**config.mk**
```make
export PLATFORM = sky130hd
export DESIGN_NAME = cnt_mod_ud
export DESIGN_NICKNAME = d
export VERILOG_FILES = /design/src/rtl/cnt_mod_ud.sv
export SDC_FILE = /design/constraint.sdc
export NUM_CORES = 1
export LEC_CHECK = 0
export CORE_MARGIN = 8
export CORE_UTILIZATION = 41
export DETAILED_ROUTE_END_ITERATION = 10
export PLACE_DENSITY_LB_ADDON = 0.12
export SLEW_MARGIN = 20
export SYNTH_ARGS = -nofsm -noshare
export SYNTH_HDL_FRONTEND = slang
export SYNTH_SLANG_ARGS = --single-unit
export TNS_END_PERCENT = 100
```
**constraint.sdc**
```tcl
create_clock -name sys_clk -period 3.9 [get_ports sys_clk]
set_clock_uncertainty 0.15 [all_clocks]
set_input_delay 0.975 -clock sys_clk [delete_from_list [all_inputs] [get_ports sys_clk]]
set_output_delay 0.975 -clock sys_clk [all_outputs]
set_load 0.01 [all_outputs]
```
**src/rtl/cnt_mod_ud.sv**
```systemverilog
// Modulo-MOD up/down counter with wrap/saturate/one-shot end-of-count modes,
// cascade carry, compare match and sticky overflow.
module cnt_mod_ud #(
    parameter int N    = 8,
    parameter int MOD  = 200,
    parameter int INIT = 0
) (
    input  logic         sys_clk,
    input  logic         sys_rst,
    input  logic         clr,
    input  logic         set_n,
    input  logic         stop,
    input  logic         up_dn,
    input  logic [1:0]   mode,
    input  logic [N-1:0] D,
    input  logic [N-1:0] cmp_val,
    output logic [N-1:0] cnt,
    output logic         tc,
    output logic         co,
    output logic         match,
    output logic         ovf,
    output logic         done
);

    // Compares run one bit wider so MOD == 2**N stays representable.
    localparam logic [N:0]   MOD_X  = (N+1)'(MOD);
    localparam logic [N:0]   MAX_X  = (N+1)'(MOD - 1);
    localparam logic [N-1:0] MAX_V  = N'(MOD - 1);
    localparam logic [N-1:0] INIT_V = N'(INIT);

    localparam logic [1:0] MODE_SAT = 2'b01;
    localparam logic [1:0] MODE_ONE = 2'b10;

    logic [N-1:0] cnt_q, cnt_d;
    logic         ovf_q, ovf_d;
    logic         done_q, done_d;

    logic [N:0]   cnt_x;
    logic [N:0]   term_x;
    logic [N-1:0] step_v;
    logic [N-1:0] load_v;
    logic         hold;

    always_comb begin
        cnt_x  = {1'b0, cnt_q};
        term_x = up_dn ? MAX_X : '0;
        // Only used below TERM, so the N-bit step never overflows or underflows.
        step_v = up_dn ? cnt_q + N'(1) : cnt_q - N'(1);
        load_v = ({1'b0, D} < MOD_X) ? D : MAX_V;
        hold   = stop | done_q;

        tc    = (cnt_x == term_x);
        co    = tc & ~stop & ~done_q & set_n & ~clr;
        match = (cnt_q == cmp_val);

        cnt_d  = cnt_q;
        ovf_d  = ovf_q;
        done_d = done_q;

        if (clr) begin
            cnt_d  = INIT_V;
            ovf_d  = 1'b0;
            done_d = 1'b0;
        end else if (!set_n) begin
            cnt_d  = load_v;
            done_d = 1'b0;
        end else if (hold) begin
            cnt_d  = cnt_q;
        end else if (!tc) begin
            cnt_d  = step_v;
        end else begin
            case (mode)
                MODE_SAT: cnt_d = cnt_q;
                MODE_ONE: done_d = 1'b1;
                default: begin
                    cnt_d = up_dn ? '0 : MAX_V;
                    ovf_d = 1'b1;
                end
            endcase
        end
    end

    always_ff @(posedge sys_clk or posedge sys_rst) begin
        if (sys_rst) begin
            cnt_q  <= INIT_V;
            ovf_q  <= 1'b0;
            done_q <= 1'b0;
        end else begin
            cnt_q  <= cnt_d;
            ovf_q  <= ovf_d;
            done_q <= done_d;
        end
    end

    assign cnt  = cnt_q;
    assign ovf  = ovf_q;
    assign done = done_q;

endmodule
```
==> results.md, run 1 <==
* Status: completed
* CP endpoint: tc
* Clock root buffer: clkbuf_4
* Synth Warn # at 0
* Final total power at 483 µW
* Clk Latency, worst-skew pair at 0.28 ns
* Cells after Synth at 129
* Main area contributors after synthesis: dfrtp_1 (23%), xnor2_1 (9.0%), ha_1 (8.2%)
* Post-synth EDFFs at 0
* Vias in the first global route at 1172
* Starting Density at 0.433
* R2R cell count at 8
* Total Routing Usage GR at 0.163
* Asr flop ratio synth at 1.00
* Worst-Margin Slew at 0.532 ns
* M1 wire length at 1450 µm
* DRT iter0 DRCs at 45
* CP Data Arrival Time at 2.66 ns
* Top post-synthesis cells by count: xnor2_1 (11), dfrtp_1 (10), inv_1 (10), nand2_1 (10), nor2_1 (10)
* Post-CTS Setup Bufs at 0
* WL final at 3400 µm
* Placed cell count at 203
* Avg Vias per Cell at 5.60
* CP Capture Type: primary output
* Final setup violation count at 0
* # DRC at 0
* Syn_area_per_cell at 8.32 µm²
* Setup CP Type: in2out
* Detailed Routing Iterations Pass 1 at 6
* Hold buffers post-CTS at 0
* CTS tree: built
* Die extent in x at 67.2 µm
* GPL Wtd Cong at 0.930
* TritonCTS Buffers at 3
* Placed cell area at 1560 µm²
* RSZ-0062 raised after global routing: no
* Max-Cap Viols at 0
* Count of final hold-check violations at 0
* Antenna diodes at 0
* Fmax at 264 MHz
* Antenna Nets Post-Route at 0
* Area delta synth->final at 48.7%
* Pin count of the biggest net entering global routing at 12
* HP Class: reg2reg
* R2R Path Start: cnt[6]
* Tmin final at 3.78 ns
* Crit path buf inv count at 5
* Core Area at 2480 µm²
* IO Count at 37
* Die area at 4510 µm²
* Via Count at 1160
* Synth Cell Area at 1070 µm²
* Cell taking the most area after synthesis: dfrtp_1
* Worst Setup SP: up_dn
* Post-route clock period utilization at 0.970
* CP top delay family: buffers and inverters
* Share of cells above drive strength 1 at 0.164
* Clock-pin slew on the worst setup and hold paths at 0.06 ns
* Die H at 67.2 µm
* Cell-by-cell trace of the critical path: dlygate4sd2_1 > inv_2 > ha_4 > or4b_4 > a211o_4 > inv_2 > buf_4 > clkdlybuf4s15_2
* Critical Path Stages at 8
* RR Endpoint: cnt[5]
* Most used cell along the critical path: inv_2
* PostCTS Resize Cnt at 10
* Fin area at 1600 µm²
* Compound-Gate Fraction of Synth Area at 0.283
* Multiplexer share of the synthesized area at 0.0186
* Fin Setup TNS at 0 ns
* Main combinational cell family by area after synthesis: compound AO/OA/AOI/OAI gates
* Xor and xnor area share after synthesis at 0.0979
* Adder-cell share of the synthesized area at 0.100
* Hold depth at 2
* Main synth FF type: dfrtp_1
* Critical path required time at 2.77 ns
* Simple-gate share of the synthesized area at 0.199
* Layout Nets at 210
* Most frequent cell after synthesis: xnor2_1
* Slowest stage delay, CP at 0.47 ns
* CP Max Fanout at 3
* Distinct cells, synth at 40
* Grt ovf at 0
* CTS Buffer Depth at 2
* DR WL/cell at 16.4 µm
* Site Rows at 18
* Non-Filler Instances at 207
* Uppermost layer routed: met4
* Met3 routed WL at 306 µm
* Seq/Total Area, Yosys at 0.233
* PortBufs at 36
* Yosys reg bits at 10
* Max-slew violation count at 0
* Initial antenna violation count at 0
* Top-area cell type share of the netlist area at 0.233
* # clock sinks at 10
* Syn nets at 161
* H-tree depth at 1
* First-pass GRT wire length at 5710 µm
* Leak at 0.669 nW
* Met2 WL at 1620 µm
* Element type at the critical path start: input port
* Peak supply drop at 0.194 mV
* Slowest-stage cell, CP: or4b_4
* Pwr per Cell Area at 302 nW/µm²
* Hpwl dp at 2840 µm
* Worst reg2reg setup slack at 1.30 ns
* Max-slew headroom at 0.641
-- state kept, by name, summed over array words and instances, names as in the netlist --
register,flops
cnt,8
done,1
ovf,1
-- tightest hold or removal path: cells and delay by family (launching register included) --
family / cells / cell delay, ns
DFF: 1 / 0.36
and+or+nand+nor: 1 / 0.07
AOI/OAI and AO/OA: 1 / 0.05
-- layout make-up --
class	count	area (µm²)
clock buffer	4	36.3
multi-input combinational	102	767
tap	30	37.5
timing repair buffer	51	468
sequential	10	250
fill	232	881
inverter	10	37.5
-- layout by cell type, fill, tap and decap left out, types with 4 or more instances in the layout --
cell,n
clkdlybuf4s50_1,33
buf_4,15
xnor2_1,11
nand2_1,10
nor2_1,10
dfrtp_1,10
o21ai_0,8
inv_1,8
a21oi_1,6
ha_1,6
o31ai_1,5
nand4_1,5
and3_1,4
-- report_power, final --
group	total [mW]	leakage, nW	switching (mW)	internal, mW
Combinational	0.244	0.516	0.111	0.133
Sequential	0.139	0.132	0.0243	0.115
Clock	0.0989	0.0210	0.0420	0.0569
Total	0.483	0.669	0.178	0.305
-- layer usage --
metal,track usage,up-vias
met5,0,-
li1,-,579
met1,0.193,539
met2,0.270,38
met4,0.0392,0
met3,0.0629,4
-- logic make-up after synthesis --
logic type               after synthesis
AND/OR/NAND/NOR                       42
AO/OA/AOI/OAI                         38
buffers and inverters                 17
XOR/XNOR                              12
flip-flops                            10
adder cells (fa/ha/maj)                8
multiplexers                           2
-- stage by stage --
stage               hold WS (ns)  utilization  setup slack [ns]
finish                     0.367        0.644             0.117
global route               0.385        0.644            0.0588
CTS                        0.370        0.644             0.108
detailed placement         0.352        0.630            -0.564
global placement           0.363        0.630            -0.526
floorplan                  0.384            -            0.0424
-- worst min path at each step --
stage          slack (ns)  endpoint  start
2_1_floorplan        0.38       ovf    ovf
3_3_place_gp         0.36       ovf    ovf
3_5_place_dp         0.35       ovf    ovf
4_1_cts              0.37       ovf    ovf
5_1_grt              0.38       ovf    ovf
6_report             0.37       ovf    ovf
(Power assumes the default switching activity.)
==> run 2: changes to the inputs <==
SKIP_LAST_GASP = 1   (was unset)
==> results of run 2 <==
Final layout, timing and power as in run 1 (identical DEF).
==> run 3: changes to the inputs <==
SETUP_SLACK_MARGIN = 0.05   (was unset)
==> run 3 against run 2 <==
  * Core utilization down 1.1 points
  * Via count down 0.43%
  * Global-route usage down 0.12 points
  * Combinational power about the same
  * Clock power down 27%
  * Cell count down 0.97%
  * Critical path depth unchanged
  * First-iteration DRC count up 11%
  * Sequential share of layout area up 0.28 points
==> results.md, run 3 (synthesis gave the netlist of run 1 again) <==
* Status: completed
* Most used cell along the critical path: inv_2
* Antenna diodes at 0 (unchanged)
* Max-Cap Viols at 0 (unchanged)
* Pwr per Cell Area at 290 nW/µm² (-4.0%)
* Leak at 0.658 nW (-1.6%)
* Site Rows at 18 (unchanged)
* HP Class: reg2reg
* Worst-Margin Slew at 0.527 ns (-0.00554 ns)
* CP Max Fanout at 3 (unchanged)
* Final setup violation count at 0 (unchanged)
* Antenna Nets Post-Route at 0 (unchanged)
* Count of final hold-check violations at 0 (unchanged)
* DRT iter0 DRCs at 50 (+11%)
* DR WL/cell at 16.8 µm (+2.5%)
* Non-Filler Instances at 205 (-0.97%)
* Die area at 4510 µm² (unchanged)
* Fin Setup TNS at 0 ns (unchanged)
* WL final at 3450 µm (+1.5%)
* Max-slew violation count at 0 (unchanged)
* Avg Vias per Cell at 5.63 (+0.54%)
* Setup CP Type: in2out
* H-tree depth at 1 (unchanged)
* TritonCTS Buffers at 3 (unchanged)
* Hold buffers post-CTS at 0 (unchanged)
* GPL Wtd Cong at 0.937 (+0.68%)
* Pin count of the biggest net entering global routing at 14 (+2)
* Share of cells above drive strength 1 at 0.154 (-0.00956)
* Peak supply drop at 0.193 mV (-0.40%)
* Slowest-stage cell, CP: or4b_4
* Clock root buffer: clkbuf_4
* Commonest non-fill, non-tap cell in the layout: clkdlybuf4s50_1
* Starting Density at 0.433 (unchanged)
* RSZ-0062 raised after global routing: no
* Post-route clock period utilization at 0.960 (-0.00977)
* Critical path required time at 2.77 ns (about the same)
* Total Routing Usage GR at 0.161 (-0.00119)
* Hpwl dp at 2870 µm (+0.84%)
* Placed cell count at 202 (-0.49%)
* # clock sinks at 10 (unchanged)
* Initial antenna violation count at 0 (unchanged)
* CP Data Arrival Time at 2.62 ns (-0.04 ns)
* Clock-pin slew on the worst setup and hold paths at 0.06 ns (about the same)
* CTS Buffer Depth at 2 (unchanged)
* Fill cell count at 236 (+1.7%)
* Element type at the critical path start: input port
* Clk Latency, worst-skew pair at 0.27 ns (about the same)
* Slowest stage delay, CP at 0.46 ns (about the same)
* Core Area at 2480 µm² (unchanged)
* Area delta synth->final at 46.2%
* Die extent in x at 67.2 µm (unchanged)
* Finished Core Util at 0.633 (-0.0111)
* Most frequent cells in the layout: clkdlybuf4s50_1 (33), buf_4 (14), xnor2_1 (11)
* PortBufs at 36 (unchanged)
* Tmin final at 3.74 ns (-0.0381 ns)
* CP Capture Type: primary output
* Fmax at 267 MHz (+1.0%)
* First-pass GRT wire length at 5660 µm (-0.84%)
* Cell-by-cell trace of the critical path: dlygate4sd2_1 > inv_2 > ha_4 > or4b_4 > a211o_4 > inv_2 > and3_1 > buf_2
* Vias in the first global route at 1202 (+2.6%)
* Grt ovf at 0 (unchanged)
* Max-slew headroom at 0.645 (+0.00373)
* Largest register FFs at 8 (unchanged)
* Layout Nets at 209 (-0.48%)
* Via Count at 1155 (-0.43%)
* CTS tree: built
* IO Count at 37 (unchanged)
* Die H at 67.2 µm (unchanged)
* Detailed Routing Iterations Pass 1 at 6 (unchanged)
* # DRC at 0 (unchanged)
run 3: final cells by class:
class,count,area (µm²),area share
Sequential cell,10,250,0.159
Inverter,10,37.5,0.0239
Tap cell,30,37.5,0.0239
Multi-Input combinational cell,102,767,0.489
Timing Repair Buffer,50,454,0.289
Clock buffer,3,22.5,0.0144
run 3: where the power goes:
| part | switching, mW | internal [mW] |
|---|---|---|
| clock network | 0.0365 | 0.0357 |
| logic | 0.112 | 0.132 |
| registers | 0.0240 | 0.115 |
run 3: worst paths after layout:
| path | endpoint | from | slack (ns) | cells after the start |
|---|---|---|---|---|
| worst min register to register | ovf | ovf | 0.37 | 2 |
| max in group asynchronous | cnt[1] | sys_rst | 2.48 | 2 |
| min in group asynchronous | cnt[4] | sys_rst | 0.84 | 2 |
| worst min-delay path | ovf | ovf | 0.37 | 2 |
| worst max register to register | cnt[5] | cnt[6] | 1.29 | 8 |
| worst max-delay path | co | up_dn | 0.16 | 8 |
run 3: worst max-delay path: cells and delay by family:
kind,cells,cell delay (ns)
compound gates,1,0.29
simple gates,2,0.61
fa+ha+maj,1,0.25
buf+inv,4,0.49
run 3: timing repair:
item | CTS | global route
buffers inserted | 0 | 0
endpoints found under the hold margin | 0 | 0
setup endpoints to repair | 2 | 1
resized for setup | 9 | 1
run 3: through the flow:
step / total power, mW / setup WS, ns / cell area [µm²] / hold WS [ns]
4_1_cts: 0.456 / 0.101 / 1580 / 0.382
2_1_floorplan: 0.279 / 0.0975 / 1090 / 0.384
5_1_grt: 0.488 / 0.0988 / 1570 / 0.392
6_report: 0.455 / 0.155 / 1570 / 0.373
3_3_place_gp: 0.378 / -0.515 / 1550 / 0.356
3_5_place_dp: 0.383 / -0.548 / 1550 / 0.365
run 3: per-layer routing:
metal | vias to the layer above | routed length, µm | track usage
li1 | 569 | - | -
met1 | 532 | 1450 | 0.195
met2 | 50 | 1670 | 0.270
met3 | 4 | 301 | 0.0596
met4 | 0 | 31 | 0.0313
met5 | - | 0 | 0
